===== config.mk =====
export PLATFORM = sky130hd
export DESIGN_NAME = synth_spi_cfg
export DESIGN_NICKNAME = d
export VERILOG_FILES = /design/src/rtl/synth_spi_cfg.sv
export SDC_FILE = /design/constraint.sdc
export NUM_CORES = 1
export LEC_CHECK = 0
export ABC_AREA = 1
export ABC_CLOCK_PERIOD_IN_PS = 1400
export BUFFER_PORTS_ARGS = -buffer_cell sky130_fd_sc_hd__buf_2
export CORE_MARGIN = 4
export CORE_UTILIZATION = 52
export CTS_BUF_LIST = sky130_fd_sc_hd__clkbuf_4
export DETAILED_ROUTE_END_ITERATION = 6
export GPL_TIMING_DRIVEN = 1
export PLACE_DENSITY_LB_ADDON = 0.05
export SYNTH_ARGS = -nofsm -noshare
export SYNTH_HDL_FRONTEND = slang
export SYNTH_SLANG_ARGS = --single-unit

===== constraint.sdc =====
create_clock -name clk -period 1.4 [get_ports clk]
set_input_delay 0.07 -clock clk [delete_from_list [all_inputs] [get_ports clk]]
set_output_delay 0.07 -clock clk [all_outputs]
set_load 0.03 [all_outputs]

===== src/rtl/synth_spi_cfg.sv =====
// SPI-slave configuration controller: oversamples a mode-0 SPI write stream in the
// clk domain and commits 16-bit {wr, addr, data} frames into a bank of 8-bit registers.
module synth_spi_cfg #(
  parameter int unsigned          NREGS   = 8,
  parameter logic [NREGS*8-1:0]   RST_VAL = '0
) (
  input  logic                 clk,
  input  logic                 rstn,
  input  logic                 spi_clk,
  input  logic                 spi_mosi,
  input  logic                 spi_nss,
  output logic [NREGS*8-1:0]   cfg,
  output logic                 wr_strobe,
  output logic [6:0]           wr_addr,
  output logic                 frame_err
);

  localparam int unsigned FRAME_W = 16;
  localparam int unsigned CNT_W   = 5;
  localparam int unsigned ADDR_W  = 7;
  localparam int unsigned DATA_W  = 8;
  localparam int unsigned CFG_W   = NREGS * DATA_W;

  typedef enum logic [1:0] {
    IDLE   = 2'd0,
    SHIFT  = 2'd1,
    COMMIT = 2'd2,
    DONE   = 2'd3
  } state_e;

  typedef struct packed {
    logic              wr;
    logic [ADDR_W-1:0] addr;
    logic [DATA_W-1:0] data;
  } frame_t;

  logic [2:0]         sclk_sync_q;
  logic [1:0]         mosi_sync_q;
  logic [1:0]         nss_sync_q;

  state_e             state_q,     state_d;
  logic [FRAME_W-1:0] shreg_q,     shreg_d;
  logic [CNT_W-1:0]   cnt_q,       cnt_d;
  logic [CFG_W-1:0]   cfg_q,       cfg_d;
  logic [ADDR_W-1:0]  wr_addr_q,   wr_addr_d;
  logic               wr_strobe_q, wr_strobe_d;
  logic               frame_err_q, frame_err_d;

  logic               rise;
  logic               mosi_s;
  logic               nss_s;
  frame_t             frame;

  // Pad synchronizers; reset to an idle bus (clk low, nss high)
  always_ff @(posedge clk or negedge rstn) begin
    if (!rstn) begin
      sclk_sync_q <= 3'b000;
      mosi_sync_q <= 2'b00;
      nss_sync_q  <= 2'b11;
    end else begin
      sclk_sync_q <= {sclk_sync_q[1:0], spi_clk};
      mosi_sync_q <= {mosi_sync_q[0], spi_mosi};
      nss_sync_q  <= {nss_sync_q[0], spi_nss};
    end
  end

  assign rise   = sclk_sync_q[1] & ~sclk_sync_q[2];
  assign mosi_s = mosi_sync_q[1];
  assign nss_s  = nss_sync_q[1];
  assign frame  = frame_t'(shreg_q);

  always_ff @(posedge clk or negedge rstn) begin
    if (!rstn) begin
      state_q     <= IDLE;
      shreg_q     <= '0;
      cnt_q       <= '0;
      cfg_q       <= RST_VAL;
      wr_addr_q   <= '0;
      wr_strobe_q <= 1'b0;
      frame_err_q <= 1'b0;
    end else begin
      state_q     <= state_d;
      shreg_q     <= shreg_d;
      cnt_q       <= cnt_d;
      cfg_q       <= cfg_d;
      wr_addr_q   <= wr_addr_d;
      wr_strobe_q <= wr_strobe_d;
      frame_err_q <= frame_err_d;
    end
  end

  // Next state; the 16th bit moves straight to COMMIT so the write lands one edge later
  always_comb begin
    state_d     = state_q;
    shreg_d     = shreg_q;
    cnt_d       = cnt_q;
    cfg_d       = cfg_q;
    wr_addr_d   = wr_addr_q;
    wr_strobe_d = 1'b0;
    frame_err_d = 1'b0;

    unique case (state_q)
      IDLE: begin
        if (!nss_s) begin
          state_d = SHIFT;
          cnt_d   = '0;
        end
      end
      SHIFT: begin
        // nss deassertion wins over a coincident rise
        if (nss_s) begin
          frame_err_d = (cnt_q != '0);
          state_d     = IDLE;
        end else if (rise) begin
          shreg_d = {shreg_q[FRAME_W-2:0], mosi_s};
          cnt_d   = CNT_W'(cnt_q + CNT_W'(1));
          if (cnt_q == CNT_W'(FRAME_W - 1)) begin
            state_d = COMMIT;
          end
        end
      end
      COMMIT: begin
        if (frame.wr) begin
          if (32'(frame.addr) < NREGS) begin
            for (int unsigned i = 0; i < NREGS; i++) begin
              if (frame.addr == ADDR_W'(i)) begin
                cfg_d[i*DATA_W +: DATA_W] = frame.data;
              end
            end
            wr_addr_d   = frame.addr;
            wr_strobe_d = 1'b1;
          end else begin
            frame_err_d = 1'b1;
          end
        end
        state_d = DONE;
      end
      DONE: begin
        if (nss_s) begin
          state_d = IDLE;
        end
      end
      default: state_d = IDLE;
    endcase
  end

  assign cfg       = cfg_q;
  assign wr_addr   = wr_addr_q;
  assign wr_strobe = wr_strobe_q;
  assign frame_err = frame_err_q;

endmodule


* Word-level counts from Yosys, hierarchy flattened
Index checks and enable logic that the tools add are counted.
Cells by class: bitwise operators 3, shift-type cells 0, multiplexer cells 17, equality and inequality tests 17, reduce and logical (&&, ||, !) cells 16, divide/modulo/power cells 0, add/sub/neg operators 1, multipliers 0, magnitude comparators 1
Operators with widths (number):
- 4-bit AND reduction | 10
- 7-bit by 3-bit equality test with 1-bit output, second input constant | 4
- 5-bit two-way mux | 3
- 7-bit by 2-bit equality test with 1-bit output, second input constant | 2
- 2-bit two-way mux | 5
- 5-bit case mux with 2 select lines | 1
- 2-bit inequality test, second input constant | 4
- 2-bit case mux with 4 select lines | 1
- 7-bit by 1-bit equality test with 1-bit output, second input constant | 1
- 7-bit logical NOT | 1
- 7-bit by 4-bit < comparator with 1-bit output, second input constant | 1
- 1-bit two-way mux | 6
- 3-bit inequality test, second input constant | 2
- 3-bit AND reduction | 2
- 5-bit by 1-bit adder with 5-bit output, second input constant | 1
- 5-bit by 4-bit equality test with 1-bit output, second input constant | 1
- 5-bit nonzero test | 1
- 2-bit equality test, second input constant | 2
- 2-bit by 1-bit equality test with 1-bit output, second input constant | 1
- 2-bit logical NOT | 1
- 1-bit NOT | 2
- 1-bit case mux with 2 select lines | 1
- 2-bit nonzero test | 1
- 1-bit bitwise AND | 1
Storage, ports and cells: output and inout port bits 73, input bits 5, logic and storage cells 72, memories kept 0, register bits after elaboration 103, latch bits 0, memory bits (read-only) 0, memory bits (writable) 0

* Depth between registers and ports, before layout
Gate-level depths: netlist of the first run.
depth in word-level cells 5, gate-level depth with buffers 9, mapped depth without buffers 9

* Least setup slack after synthesis of the first run
Ideal clock, no wire load.
kind reg-to-reg, start point reg state_q[0], end point reg cfg_q[0] (netlist: cfg[0]), period minus slack after synthesis 1.448 ns, cell stages (with the launch flop) 9, arrival time 1.330 ns, setup slack -0.048 ns, data required time 1.282 ns, buffers on the path 1, setup time 0.118 ns, cells stage by stage dfrtp_1 -> inv_1 -> ha_1 -> nand2_1 -> nor2_1 -> buf_4 -> nand3_2 -> nand2_1 -> nand2_1
On the way: longest elaborated chain between the ends 2
RTL lines:
- from (decl) | RTL line 41 | state_e state_q, state_d;
- from (signal assigned) | RTL line 82 | state_q <= state_d;
- 2-bit equality test | RTL line 102 | unique case (state_q)
- 4-bit AND reduction (no line)
- to (signal assigned) | RTL line 85 | cfg_q <= cfg_d;
- to (decl) | RTL line 44 | logic [CFG_W-1:0] cfg_q, cfg_d;
Every way passes these cells. A chain may end at the register's enable or synchronous reset.

* Worst setup path in the final report of the first run
start point reg shreg_q[13] (netlist: frame[13]), end point reg cfg_q[63] (netlist: cfg[63])
On the way: longest elaborated chain between the ends 2, elaborated cells between the ends (all ways) 3, those cells by class order compare: 1; eq/ne: 1; reduce/logical: 1
RTL lines:
- from (decl) | RTL line 42 | logic [FRAME_W-1:0] shreg_q, shreg_d;
- from (signal assigned) | RTL line 83 | shreg_q <= shreg_d;
- 7-bit by 4-bit < comparator with 1-bit output / 7-bit by 3-bit equality test with 1-bit output (equally long branches) | RTL line 124, 126
- 4-bit AND reduction (no line) (*)
Mark *: on every way between the ends. The rest lies on a longest branch, timed or not.

==> run_summary.xml, run 1 <==
<?xml version="1.0" encoding="UTF-8"?>
<metrics>
  <group name="outcome">
    <metric name="status" unit="">finished, violations left</metric>
    <metric name="violations" unit="">setup timing</metric>
  </group>
  <group name="synth">
    <metric name="yosysSeqAreaShare" unit="%">59.4</metric>
    <metric name="synth-compound-area-share" unit="%">2.79</metric>
    <metric name="synthDistinctLibCells" unit="">23</metric>
    <metric name="mappedNetlistNets" unit="">480</metric>
    <metric name="fraction_of_synthesized_area_in_multiplexers" unit="%">0</metric>
    <metric name="post_synth_fa_ha_maj_area_fraction" unit="%">2.30</metric>
    <metric name="syn_area_per_cell" unit="sq um">9.30</metric>
    <metric name="synth_seq_cells" unit="">103</metric>
    <metric name="postSynthCellCount" unit="">467</metric>
    <metric name="synth_top_family_by_area" unit="">simple AND/OR/NAND/NOR gates</metric>
    <metric name="synthesis.area" unit="sq mm">0.00435</metric>
    <metric name="synth_simple_gate_area_share" unit="%">29.9</metric>
    <metric name="yosysWarnings" unit="">0</metric>
    <metric name="synth_xor_area_share" unit="%">0</metric>
  </group>
  <group name="final_layout">
    <metric name="fin_nets" unit="">594</metric>
    <metric name="multi_input_comb_area" unit="sq mm">0.00186</metric>
    <metric name="final_cells" unit="">691</metric>
    <metric name="diodes" unit="">0</metric>
    <metric name="filler_cell_count" unit="">646</metric>
    <metric name="area_added_between_synthesis_and_finish" unit="%">35.0</metric>
    <metric name="fraction_of_final_layout_cells_with_drive_strength_greater_than_1" unit="%">39.2</metric>
    <metric name="final_design_area_no_fill" unit="sq mm">0.00587</metric>
    <metric name="register_area" unit="sq mm">0.00258</metric>
    <metric name="most_common_cell_after_layout_fill_and_taps_aside" unit="">sky130_fd_sc_hd__nand2_1</metric>
    <metric name="mostFrequentLayoutCells" unit="">sky130_fd_sc_hd__nand2_1 (146), sky130_fd_sc_hd__dfrtp_1 (100), sky130_fd_sc_hd__buf_2 (76), sky130_fd_sc_hd__nand4_1 (50), sky130_fd_sc_hd__nand2_2 (32)</metric>
  </group>
  <group name="route">
    <metric name="avg_vias_per_cell" unit="">5.36</metric>
    <metric name="wire_per_inst" unit="microns">15.8</metric>
    <metric name="drt_first_pass_iters" unit="">4</metric>
    <metric name="detail-route-antenna-nets" unit="">0</metric>
    <metric name="drt_drc_violations_left" unit="">0</metric>
    <metric name="dr.first_iter.drc_count" unit="">201</metric>
    <metric name="vias" unit="">3707</metric>
    <metric name="detailed_route_wire_length" unit="microns">10900</metric>
  </group>
  <group name="clock_tree">
    <metric name="clock_transition_at_path_regs" unit="ns">0.17</metric>
    <metric name="cts_root_buffer" unit="">sky130_fd_sc_hd__clkbuf_4</metric>
    <metric name="clock-sinks" unit="">103</metric>
    <metric name="cts-buffers-inserted" unit="">9</metric>
    <metric name="ctsHtreeMaxLevel" unit="">3</metric>
    <metric name="insertion_delay" unit="ns">0.44</metric>
    <metric name="cts_tree" unit="">yes</metric>
    <metric name="cts-root-to-sink-buffers" unit="">2</metric>
  </group>
  <group name="power_and_ir_drop">
    <metric name="power.share.sequential" unit="%">56.6</metric>
    <metric name="intPower" unit="W">0.00427</metric>
    <metric name="power.clock.fraction" unit="%">28.5</metric>
    <metric name="power_dissipated_by_switching_net_loads" unit="W">0.00189</metric>
    <metric name="power.share.switching" unit="%">30.7</metric>
    <metric name="totalPowerFinal" unit="W">0.00617</metric>
    <metric name="power_density" unit="mW/mm^2">1050</metric>
    <metric name="power.leakage" unit="nW">3.20</metric>
    <metric name="power.ir.vdd_worst" unit="V">0.000860</metric>
    <metric name="power_frac_comb" unit="%">14.9</metric>
  </group>
  <group name="sta">
    <metric name="timing.clock.skew" unit="ns">0.0214</metric>
    <metric name="report.final.slew_viol_count" unit="">0</metric>
    <metric name="timing.slew.headroom" unit="%">61.1</metric>
    <metric name="rsz0062_at_grt" unit="">true</metric>
    <metric name="final.setup.worst_slack" unit="ns">-0.0941</metric>
    <metric name="final_min_period_over_clock_period" unit="%">107</metric>
    <metric name="worstMarginPinSlew" unit="ns">0.583</metric>
    <metric name="report.final.hold_viol_count" unit="">0</metric>
    <metric name="final_period_minus_worst_setup_slack" unit="ns">1.49</metric>
    <metric name="setup-violations-final" unit="">71</metric>
    <metric name="fmaxAchievable" unit="MHz">669</metric>
  </group>
  <group name="global_route">
    <metric name="groute.usage.overall" unit="%">22.8</metric>
    <metric name="met1_usage" unit="%">31.7</metric>
    <metric name="first_global_vias" unit="">3605</metric>
    <metric name="grt_start_max_net_pins" unit="">36</metric>
    <metric name="grt_use_met2" unit="%">36.2</metric>
    <metric name="grt_overflow" unit="">0</metric>
    <metric name="grt_pass1_wl" unit="microns">17900</metric>
    <metric name="grt_use_met3" unit="%">4.21</metric>
    <metric name="grt_most_used_layer" unit="">met2</metric>
    <metric name="grt_antenna_before_repair" unit="">0</metric>
  </group>
  <group name="setup_path">
    <metric name="slowest_stage_cell_crit_path" unit="">sky130_fd_sc_hd__dfrtp_1</metric>
    <metric name="cp_num_buf_inv" unit="">2</metric>
    <metric name="cpLargestDelayFamily" unit="">simple AND/OR/NAND/NOR gates</metric>
    <metric name="end_kind" unit="">register</metric>
    <metric name="critical_path.max_stage_delay" unit="ns">0.44</metric>
    <metric name="crit_type" unit="">reg2reg</metric>
    <metric name="timing.critical_path.fanout_max" unit="">7</metric>
    <metric name="crit_path_cell_trace" unit="">nor2_1 -&gt; nand2_1 -&gt; nor2_4 -&gt; buf_6 -&gt; buf_8 -&gt; nand3_2 -&gt; nand2_1</metric>
    <metric name="critical_path.startpoint_type" unit="">register</metric>
    <metric name="arrival" unit="ns">1.87</metric>
    <metric name="required" unit="ns">1.77</metric>
    <metric name="critPathMostFrequentCell" unit="">sky130_fd_sc_hd__nand2_1</metric>
  </group>
  <group name="floorplan">
    <metric name="initial_utilization" unit="%">53.2</metric>
    <metric name="die_width" unit="microns">99.4</metric>
    <metric name="die_area" unit="sq mm">0.00988</metric>
    <metric name="i_o_pins" unit="">78</metric>
    <metric name="placeableCoreArea" unit="sq mm">0.00818</metric>
    <metric name="placement_rows" unit="">33</metric>
    <metric name="fp.dieH" unit="microns">99.4</metric>
  </group>
  <group name="place">
    <metric name="buffer_ports.inserted" unit="">77</metric>
    <metric name="place_inst" unit="">655</metric>
    <metric name="routabilityCongestion" unit="">0.789</metric>
    <metric name="dpl-instance-area" unit="sq mm">0.00513</metric>
    <metric name="post-place-ws" unit="ns">-0.0997</metric>
    <metric name="dpl.hpwl" unit="microns">6930</metric>
  </group>
  <group name="worst_hold_path">
    <metric name="hp-class" unit="">in2async</metric>
  </group>
  <group name="flow_run">
    <metric name="cap_viol_max_count" unit="">0</metric>
  </group>
</metrics>
==> cell usage after synthesis <==
master,number,area share [%]
sky130_fd_sc_hd__nor2_2,2,0.29
sky130_fd_sc_hd__inv_2,2,0.17
sky130_fd_sc_hd__o21bai_1,1,0.17
sky130_fd_sc_hd__clkbuf_1,13,1.1
sky130_fd_sc_hd__dfstp_2,2,1.2
sky130_fd_sc_hd__buf_4,5,0.86
sky130_fd_sc_hd__dfrtp_1,101,58
sky130_fd_sc_hd__nand3_1,23,2.6
sky130_fd_sc_hd__o22ai_1,1,0.14
sky130_fd_sc_hd__nand2_1,182,16
sky130_fd_sc_hd__buf_6,3,0.78
sky130_fd_sc_hd__nand4_1,50,7.2
sky130_fd_sc_hd__o21ai_0,17,2.0
sky130_fd_sc_hd__a21boi_0,1,0.17
sky130_fd_sc_hd__nor2_4,5,1.3
sky130_fd_sc_hd__nor2_1,10,0.86
sky130_fd_sc_hd__a21oi_1,3,0.35
sky130_fd_sc_hd__clkbuf_2,1,0.12
sky130_fd_sc_hd__inv_1,23,2.0
sky130_fd_sc_hd__nand3_2,7,1.6
sky130_fd_sc_hd__nand2_2,2,0.29
sky130_fd_sc_hd__buf_2,5,0.58
sky130_fd_sc_hd__ha_1,8,2.3
==> registers in the layout, indices dropped and copies added, names as in the netlist, named ones only <==
name / cells
cfg: 64
cnt_q: 5
frame: 16
frame_err: 1
mosi_sync_q: 2
nss_sync_q: 2
sclk_sync_q: 3
state_q: 1
wr_addr: 7
wr_strobe: 1
==> cell families (layout without fill, tap and decap cells) <==
logic type / after synthesis / after routing
compound gates: 23 / 23
simple gates: 281 / 281
flops: 103 / 103
fa+ha+maj: 8 / 8
buf+inv: 52 / 171
==> worst paths after layout <==
check                                from              to  slack [ns]  depth (start not counted)
min in group clk                  spi_clk  sclk_sync_q[0]        0.25                          2
min reg2reg                mosi_sync_q[0]  mosi_sync_q[1]        0.35                          0
min                                  rstn  sclk_sync_q[2]        0.11                          2
max                             frame[13]         cfg[63]       -0.09                          7
max reg2reg                     frame[13]         cfg[63]       -0.09                          7
max in group asynchronous            rstn         cfg[23]        0.75                          3
==> worst register-to-register path: stages (launching register included) <==
cell and delay [ns]:
sky130_fd_sc_hd__dfrtp_1 0.44, sky130_fd_sc_hd__nor2_1 0.11, sky130_fd_sc_hd__nand2_1 0.11, sky130_fd_sc_hd__nor2_4 0.25, sky130_fd_sc_hd__buf_6 0.21, sky130_fd_sc_hd__buf_8 0.15
sky130_fd_sc_hd__nand3_2 0.08, sky130_fd_sc_hd__nand2_1 0.08
==> per-layer routing <==
| layer | routed length [microns] | up-vias |
|---|---|---|
| li1 | - | 1777 |
| met1 | 4740 | 1777 |
| met2 | 5250 | 135 |
| met3 | 698 | 18 |
| met4 | 213 | 0 |
| met5 | 0 | - |
==> power by group through the flow <==
| stage | sequential (W) | combinational [W] | clock, W |
|---|---|---|---|
| 4_1_cts | 0.00347 | 0.000754 | 0.00181 |
| 5_1_grt | 0.00351 | 0.00104 | 0.00194 |
| 3_3_place_gp | 0.00349 | 0.000671 | 0 |
| 2_1_floorplan | 0.00323 | 0.000516 | 0 |
| 3_5_place_dp | 0.00350 | 0.000695 | 0 |
| 6_report | 0.00349 | 0.000921 | 0.00176 |
==> timing repair <==
| item | CTS | global route |
|---|---|---|
| hold buffers | 4 | 0 |
| setup endpoints to repair | 87 | 94 |
| cloned | 2 | 2 |
| buffers inserted | 6 | 8 |
| gates resized for setup | 39 | 66 |
| pin swaps | 33 | 21 |
| endpoints found under the hold margin | 106 | 0 |
==> metrics by stage <==
step                      setup TNS [ns]  hold slack (ns)  util [%]
after CTS                          -1.84           0.0900      68.3
after global routing              -10.12            0.102      71.8
after global placement             -1.63           0.0654      62.7
final                              -3.34            0.113      71.8
after detailed placement           -2.86           0.0649      62.7
after floorplan                   -0.133           -0.226         -
==> cell type report <==
cell class,instances,share of cell area [%]
repair buffers,130,17.5
inverters,25,1.73
multi-input cells,312,31.6
clock buffers,9,1.15
well taps,105,2.24
flip-flops and latches,103,44.0
clock inverters,7,1.77
Power figures use the tool's default switching activity.
==> run 2, diff against run 1 <==
--- a/config.mk
+++ b/config.mk
@@ -14,6 +14,7 @@
 export DETAILED_ROUTE_END_ITERATION = 6
 export GPL_TIMING_DRIVEN = 1
 export PLACE_DENSITY_LB_ADDON = 0.05
+export RECOVER_POWER = 50
 export SYNTH_ARGS = -nofsm -noshare
 export SYNTH_HDL_FRONTEND = slang
 export SYNTH_SLANG_ARGS = --single-unit
==> run 2 against run 1 <==
  * The flow still finishes with violations (setup timing)
  * Largest power group unchanged
  * Largest cell class unchanged
  * Critical path depth stayed put
  * Highest routed layer unchanged
  * Register-to-register slack is essentially flat
  * Utilization fell by 0.43 points
  * Total power shrank 0.14%
  * Clock-buffer cell count unchanged
  * Critical endpoint unchanged
  * Global-route usage stayed put
  * Worst hold slack improved by 0.13 ns
==> run_summary.xml, run 2 (same netlist as run 1, synthesis figures left out) <==
<?xml version="1.0" encoding="UTF-8"?>
<metrics>
  <group name="setup_path">
    <metric name="required" unit="ns">1.77</metric>
    <metric name="critPathMostFrequentCell" unit="">sky130_fd_sc_hd__nand2_1</metric>
    <metric name="end_kind" unit="">register</metric>
    <metric name="crit_type" unit="">reg2reg</metric>
    <metric name="arrival" unit="ns">1.87</metric>
    <metric name="critical_path.max_stage_delay" unit="ns">0.44</metric>
    <metric name="slowest_stage_cell_crit_path" unit="">sky130_fd_sc_hd__dfrtp_1</metric>
    <metric name="timing.critical_path.fanout_max" unit="">7</metric>
    <metric name="critical_path.startpoint_type" unit="">register</metric>
    <metric name="crit_path_cell_trace" unit="">nor2_1 -&gt; nand2_1 -&gt; nor2_4 -&gt; buf_6 -&gt; buf_8 -&gt; nand3_2 -&gt; nand2_1</metric>
  </group>
  <group name="place">
    <metric name="buffer_ports.inserted" unit="">77</metric>
    <metric name="dpl.hpwl" unit="microns">6930</metric>
    <metric name="routabilityCongestion" unit="">0.789</metric>
  </group>
  <group name="global_route">
    <metric name="first_global_vias" unit="">3605</metric>
    <metric name="grt_pass1_wl" unit="microns">17900</metric>
    <metric name="grt_overflow" unit="">0</metric>
    <metric name="grt_start_max_net_pins" unit="">36</metric>
    <metric name="grt_antenna_before_repair" unit="">0</metric>
    <metric name="groute.usage.overall" unit="%">22.8</metric>
  </group>
  <group name="sta">
    <metric name="report.final.hold_viol_count" unit="">0</metric>
    <metric name="rsz0062_at_grt" unit="">true</metric>
    <metric name="final.setup.worst_slack" unit="ns">-0.0968</metric>
    <metric name="setup-violations-final" unit="">72</metric>
    <metric name="report.final.slew_viol_count" unit="">0</metric>
    <metric name="timing.clock.skew" unit="ns">0.0217</metric>
    <metric name="final_min_period_over_clock_period" unit="%">107</metric>
    <metric name="fmaxAchievable" unit="MHz">668</metric>
    <metric name="final_period_minus_worst_setup_slack" unit="ns">1.50</metric>
    <metric name="timing.slew.headroom" unit="%">43.3</metric>
    <metric name="worstMarginPinSlew" unit="ns">0.851</metric>
    <metric name="fin_worst_hold_slack" unit="ns">0.245</metric>
  </group>
  <group name="route">
    <metric name="detailed_route_wire_length" unit="microns">10900</metric>
    <metric name="drt_drc_violations_left" unit="">0</metric>
    <metric name="wire_per_inst" unit="microns">15.8</metric>
    <metric name="dr.first_iter.drc_count" unit="">200</metric>
    <metric name="vias" unit="">3690</metric>
    <metric name="avg_vias_per_cell" unit="">5.34</metric>
    <metric name="drt_first_pass_iters" unit="">5</metric>
    <metric name="detail-route-antenna-nets" unit="">0</metric>
  </group>
  <group name="final_layout">
    <metric name="fin_nets" unit="">594</metric>
    <metric name="fraction_of_final_layout_cells_with_drive_strength_greater_than_1" unit="%">38.9</metric>
    <metric name="area_added_between_synthesis_and_finish" unit="%">34.2</metric>
    <metric name="mostFrequentLayoutCells" unit="">sky130_fd_sc_hd__nand2_1 (146), sky130_fd_sc_hd__dfrtp_1 (100), sky130_fd_sc_hd__buf_2 (76), sky130_fd_sc_hd__nand4_1 (50), sky130_fd_sc_hd__nand2_2 (32)</metric>
    <metric name="diodes" unit="">0</metric>
    <metric name="most_common_cell_after_layout_fill_and_taps_aside" unit="">sky130_fd_sc_hd__nand2_1</metric>
    <metric name="largest_reg_flops" unit="">64</metric>
  </group>
  <group name="power_and_ir_drop">
    <metric name="power.leakage" unit="nW">3.18</metric>
    <metric name="totalPowerFinal" unit="W">0.00616</metric>
    <metric name="power.ir.vdd_worst" unit="V">0.000859</metric>
    <metric name="power_density" unit="mW/mm^2">1060</metric>
  </group>
  <group name="outcome">
    <metric name="status" unit="">finished, violations left</metric>
    <metric name="violations" unit="">setup timing</metric>
  </group>
  <group name="flow_run">
    <metric name="cap_viol_max_count" unit="">0</metric>
  </group>
  <group name="clock_tree">
    <metric name="insertion_delay" unit="ns">0.44</metric>
    <metric name="clock_transition_at_path_regs" unit="ns">0.17</metric>
    <metric name="cts-root-to-sink-buffers" unit="">2</metric>
    <metric name="ctsHtreeMaxLevel" unit="">3</metric>
    <metric name="clock-sinks" unit="">103</metric>
    <metric name="cts-buffers-inserted" unit="">9</metric>
    <metric name="cts_root_buffer" unit="">sky130_fd_sc_hd__clkbuf_4</metric>
    <metric name="cts_tree" unit="">yes</metric>
  </group>
  <group name="floorplan">
    <metric name="placement_rows" unit="">33</metric>
    <metric name="initial_utilization" unit="%">53.2</metric>
    <metric name="fp.dieH" unit="microns">99.4</metric>
    <metric name="placeableCoreArea" unit="sq mm">0.00818</metric>
    <metric name="i_o_pins" unit="">78</metric>
    <metric name="die_width" unit="microns">99.4</metric>
    <metric name="die_area" unit="sq mm">0.00988</metric>
  </group>
  <group name="worst_hold_path">
    <metric name="hp-class" unit="">in2async</metric>
  </group>
</metrics>
==> run 2: changes by cell type in the layout (fill, tap and decap cells not counted), sizes merged <==
cell / change
clkbuf: +5
buf: -5
==> run 2: per-stage QoR <==
step                      worst slack, ns  utilization, %  instances  setup TNS [ns]  cell area (sq um)
after global placement            -0.0724            62.7        655           -1.63               5130
after floorplan                  -0.00442               -        467          -0.133               4400
after detailed placement          -0.0997            62.7        655           -2.86               5130
final                             -0.0968            71.3        691           -3.35               5830
after CTS                         -0.0627            68.3        683           -1.84               5580
after global routing               -0.182            71.3        691          -10.12               5830
==> run 2: repair_timing <==
action                                  CTS  global route
pin swaps                                33            21
resized for setup                        39            66
hold buffers                              4             0
gates cloned                              2             2
endpoints found under the hold margin   106             0
endpoints found under the setup margin   87            94
buffers inserted                          6             8
==> run 2: cell type report <==
cell class	instances	area, sq um
repair buffers	130	991
well taps	105	131
flip-flops and latches	103	2580
clock buffers	9	67.6
inverters	25	101
multi-input cells	312	1860
fillers	653	2340
clock inverters	7	104
==> run 2: power breakdown <==
part	switching (W)	internal (W)	total, W
sequential	0.000383	0.00310	0.00349
clock	0.00101	0.000748	0.00176
combinational	0.000501	0.000408	0.000909
==> run 2: routing by layer <==
metal	global-route usage (%)	part of all wire [%]	routed length, microns
met1	31.7	43	4730
met2	36.2	49	5320
met3	4.21	5.9	641
met4	8.61	1.9	207
met5	0	0	0
==> run 2: worst max-delay path: cells and delay by family, from the launching register on <==
| kind | cells | cell delay [ns] |
|---|---|---|
| AND/OR/NAND/NOR | 5 | 0.63 |
| flip-flops | 1 | 0.44 |
| buffers and inverters | 2 | 0.36 |
==> run 2: path summary, 6_finish.rpt <==
path,from,slack [ns],endpoint,depth (start not counted)
min in group clk,spi_clk,0.25,sclk_sync_q[0],2
max in group asynchronous,rstn,0.21,wr_addr[0],3
min reg2reg,mosi_sync_q[0],0.35,mosi_sync_q[1],0
min,rstn,0.24,sclk_sync_q[2],2
max reg2reg,frame[13],-0.1,cfg[63],7
max,frame[13],-0.1,cfg[63],7
==> run 3, diff against run 2 <==
--- a/config.mk
+++ b/config.mk
@@ -6,10 +6,10 @@
 export NUM_CORES = 1
 export LEC_CHECK = 0
 export ABC_AREA = 1
-export ABC_CLOCK_PERIOD_IN_PS = 1400
+export ABC_CLOCK_PERIOD_IN_PS = 1460
 export BUFFER_PORTS_ARGS = -buffer_cell sky130_fd_sc_hd__buf_2
 export CORE_MARGIN = 4
-export CORE_UTILIZATION = 52
+export CORE_UTILIZATION = 55
 export CTS_BUF_LIST = sky130_fd_sc_hd__clkbuf_4
 export DETAILED_ROUTE_END_ITERATION = 6
 export GPL_TIMING_DRIVEN = 1
==> constraint.sdc (replaced) <==
create_clock -name clk -period 1.46 [get_ports clk]
set_input_delay 0.073 -clock clk [delete_from_list [all_inputs] [get_ports clk]]
set_output_delay 0.073 -clock clk [all_outputs]
set_load 0.03 [all_outputs]
==> run 3 against run 2 <==
  * The run still ends with setup timing left
  * Final cell count shrank 0.58%
  * Critical path depth grew 1
  * Sequential share of layout area rose by 2.3 points
  * Wire length decreased by 4.9%
  * Non-clock buffer count shrank 1
  * Sequential power shrank 5%
  * Worst setup slack better by 0.084 ns
  * Clock skew decreased by 0.0089 ns
  * Highest routed layer unchanged
==> run_summary.xml, run 3 (same netlist as run 1, synthesis figures left out) <==
<?xml version="1.0" encoding="UTF-8"?>
<metrics>
  <group name="global_route">
    <metric name="groute.usage.overall" unit="%">23.0</metric>
    <metric name="grt_use_met3" unit="%">4.54</metric>
    <metric name="met1_usage" unit="%">30.9</metric>
    <metric name="grt_use_met2" unit="%">36.7</metric>
    <metric name="grt_pass1_wl" unit="microns">17500</metric>
    <metric name="grt_overflow" unit="">0</metric>
    <metric name="grt_start_max_net_pins" unit="">45</metric>
    <metric name="grt_antenna_before_repair" unit="">0</metric>
    <metric name="grt_most_used_layer" unit="">met2</metric>
    <metric name="first_global_vias" unit="">3556</metric>
  </group>
  <group name="clock_tree">
    <metric name="insertion_delay" unit="ns">0.45</metric>
    <metric name="cts-buffers-inserted" unit="">9</metric>
    <metric name="cts-root-to-sink-buffers" unit="">2</metric>
    <metric name="clock_transition_at_path_regs" unit="ns">0.16</metric>
    <metric name="cts_tree" unit="">yes</metric>
    <metric name="cts_root_buffer" unit="">sky130_fd_sc_hd__clkbuf_4</metric>
    <metric name="ctsHtreeMaxLevel" unit="">3</metric>
    <metric name="clock-sinks" unit="">103</metric>
  </group>
  <group name="sta">
    <metric name="timing.slew.headroom" unit="%">60.4</metric>
    <metric name="rsz0062_at_grt" unit="">true</metric>
    <metric name="worstMarginPinSlew" unit="ns">0.594</metric>
    <metric name="fin_tns_setup" unit="ns">-0.0609</metric>
    <metric name="fin_worst_hold_slack" unit="ns">0.117</metric>
    <metric name="report.final.hold_viol_count" unit="">0</metric>
    <metric name="fmaxAchievable" unit="MHz">679</metric>
    <metric name="setup-violations-final" unit="">7</metric>
    <metric name="final_min_period_over_clock_period" unit="%">101</metric>
    <metric name="final.setup.worst_slack" unit="ns">-0.0128</metric>
    <metric name="report.final.slew_viol_count" unit="">0</metric>
    <metric name="final_period_minus_worst_setup_slack" unit="ns">1.47</metric>
    <metric name="timing.clock.skew" unit="ns">0.0128</metric>
  </group>
  <group name="setup_path">
    <metric name="end_kind" unit="">register</metric>
    <metric name="rr_worst_depth" unit="">8</metric>
    <metric name="setup.worst_path.start" unit="">state_q[0]</metric>
    <metric name="r2r_end" unit="">cfg[3]</metric>
    <metric name="r2r_start" unit="">state_q[0]</metric>
    <metric name="critical_path.startpoint_type" unit="">register</metric>
    <metric name="arrival" unit="ns">1.84</metric>
    <metric name="timing.critical_path.fanout_max" unit="">8</metric>
    <metric name="setup.reg_to_reg.worst_slack" unit="ns">-0.01</metric>
    <metric name="required" unit="ns">1.82</metric>
    <metric name="crit_type" unit="">reg2reg</metric>
  </group>
  <group name="floorplan">
    <metric name="die_width" unit="microns">96.9</metric>
    <metric name="placement_rows" unit="">32</metric>
    <metric name="initial_utilization" unit="%">56.5</metric>
    <metric name="i_o_pins" unit="">78</metric>
    <metric name="die_area" unit="sq mm">0.00939</metric>
    <metric name="placeableCoreArea" unit="sq mm">0.00769</metric>
    <metric name="fp.dieH" unit="microns">96.9</metric>
  </group>
  <group name="power_and_ir_drop">
    <metric name="totalPowerFinal" unit="W">0.00562</metric>
    <metric name="power.ir.vdd_worst" unit="V">0.000839</metric>
    <metric name="power.leakage" unit="nW">3.12</metric>
    <metric name="power_density" unit="mW/mm^2">1010</metric>
  </group>
  <group name="final_layout">
    <metric name="diodes" unit="">0</metric>
    <metric name="largest_reg_flops" unit="">64</metric>
    <metric name="fraction_of_final_layout_cells_with_drive_strength_greater_than_1" unit="%">35.6</metric>
    <metric name="filler_cell_count" unit="">632</metric>
    <metric name="final_design_area_no_fill" unit="sq mm">0.00554</metric>
    <metric name="area_added_between_synthesis_and_finish" unit="%">27.5</metric>
    <metric name="most_common_cell_after_layout_fill_and_taps_aside" unit="">sky130_fd_sc_hd__nand2_1</metric>
    <metric name="fin_nets" unit="">593</metric>
    <metric name="final_core_utilization" unit="%">72.1</metric>
    <metric name="mostFrequentLayoutCells" unit="">sky130_fd_sc_hd__nand2_1 (151), sky130_fd_sc_hd__dfrtp_1 (100), sky130_fd_sc_hd__buf_2 (77), sky130_fd_sc_hd__nand4_1 (50), sky130_fd_sc_hd__buf_4 (31)</metric>
  </group>
  <group name="worst_hold_path">
    <metric name="hp-class" unit="">in2async</metric>
  </group>
  <group name="route">
    <metric name="detailed_route_wire_length" unit="microns">10400</metric>
    <metric name="avg_vias_per_cell" unit="">5.26</metric>
    <metric name="drt_drc_violations_left" unit="">0</metric>
    <metric name="dr.first_iter.drc_count" unit="">196</metric>
    <metric name="detail-route-antenna-nets" unit="">0</metric>
    <metric name="wire_per_inst" unit="microns">15.1</metric>
    <metric name="vias" unit="">3617</metric>
    <metric name="drt_first_pass_iters" unit="">5</metric>
  </group>
  <group name="place">
    <metric name="routabilityCongestion" unit="">0.833</metric>
    <metric name="dpl.hpwl" unit="microns">6740</metric>
    <metric name="buffer_ports.inserted" unit="">77</metric>
    <metric name="dpl-instance-area" unit="sq mm">0.00504</metric>
  </group>
  <group name="flow_run">
    <metric name="cap_viol_max_count" unit="">0</metric>
  </group>
  <group name="outcome">
    <metric name="status" unit="">finished, violations left</metric>
    <metric name="violations" unit="">setup timing</metric>
  </group>
</metrics>
## run 3: cell types whose count changed in the layout (fill, tap and decap cells not counted), sizes merged
cell	change
clkinvlp	+4
inv	-1
clkinv	-2
buf	+3
clkbuf	-4
bufinv	-1
## run 3: how the worst max path moves through the flow
stage	endpoint	depth (start not counted)
2_1_floorplan	cfg[0]	8
3_3_place_gp	frame[11]	8
3_5_place_dp	cfg[7]	8
4_1_cts	cfg[43]	9
5_1_grt	cfg[1]	8
6_report	cfg[3]	8
## run 3: cell type report
class	instances	area (sq um)	share of cell area (%)
sequential	103	2580	46.6
tap	102	128	2.30
clock inverter	7	72.6	1.31
inverter	25	96.3	1.74
clock buffer	9	67.6	1.22
multi-input combinational	312	1730	31.2
timing repair buffer	129	868	15.7
## run 3: metrics by stage
step	std cells	setup slack (ns)
floorplan	467	0.0121
global placement	654	0.0118
detailed placement	654	-0.0423
CTS	683	-0.0321
global route	687	-0.123
finish	687	-0.0128
## run 3: worst max-delay path, cell delays in order (launching register included)
cell	delay, ns
sky130_fd_sc_hd__dfrtp_1	0.43
sky130_fd_sc_hd__inv_2	0.08
sky130_fd_sc_hd__ha_4	0.14
sky130_fd_sc_hd__nand2_4	0.05
sky130_fd_sc_hd__nor2_4	0.19
sky130_fd_sc_hd__buf_8	0.18
sky130_fd_sc_hd__nand3_4	0.15
sky130_fd_sc_hd__nand2_1	0.10
sky130_fd_sc_hd__nand2_1	0.06
## run 3: timing repair
| action | 4_1_cts | 5_1_grt |
|---|---|---|
| setup buffers | 7 | 9 |
| pin swaps | 5 | 27 |
| hold buffers | 4 | 0 |
| endpoints found under the hold margin | 106 | 0 |
| cloned | 2 | 1 |
| gates resized for setup | 28 | 56 |
| endpoints found under the setup margin | 79 | 94 |
## run 3: where the power goes
| group | internal, W | switching [W] | total (W) |
|---|---|---|---|
| combinational | 0.000372 | 0.000451 | 0.000822 |
| clock | 0.000521 | 0.000958 | 0.00148 |
| sequential | 0.00298 | 0.000337 | 0.00331 |
## run 3: routing by layer
metal	vias up	share of wire, %
met5	-	0
met4	0	1.7
met3	16	5.1
met2	112	49
met1	1738	44
li1	1751	-
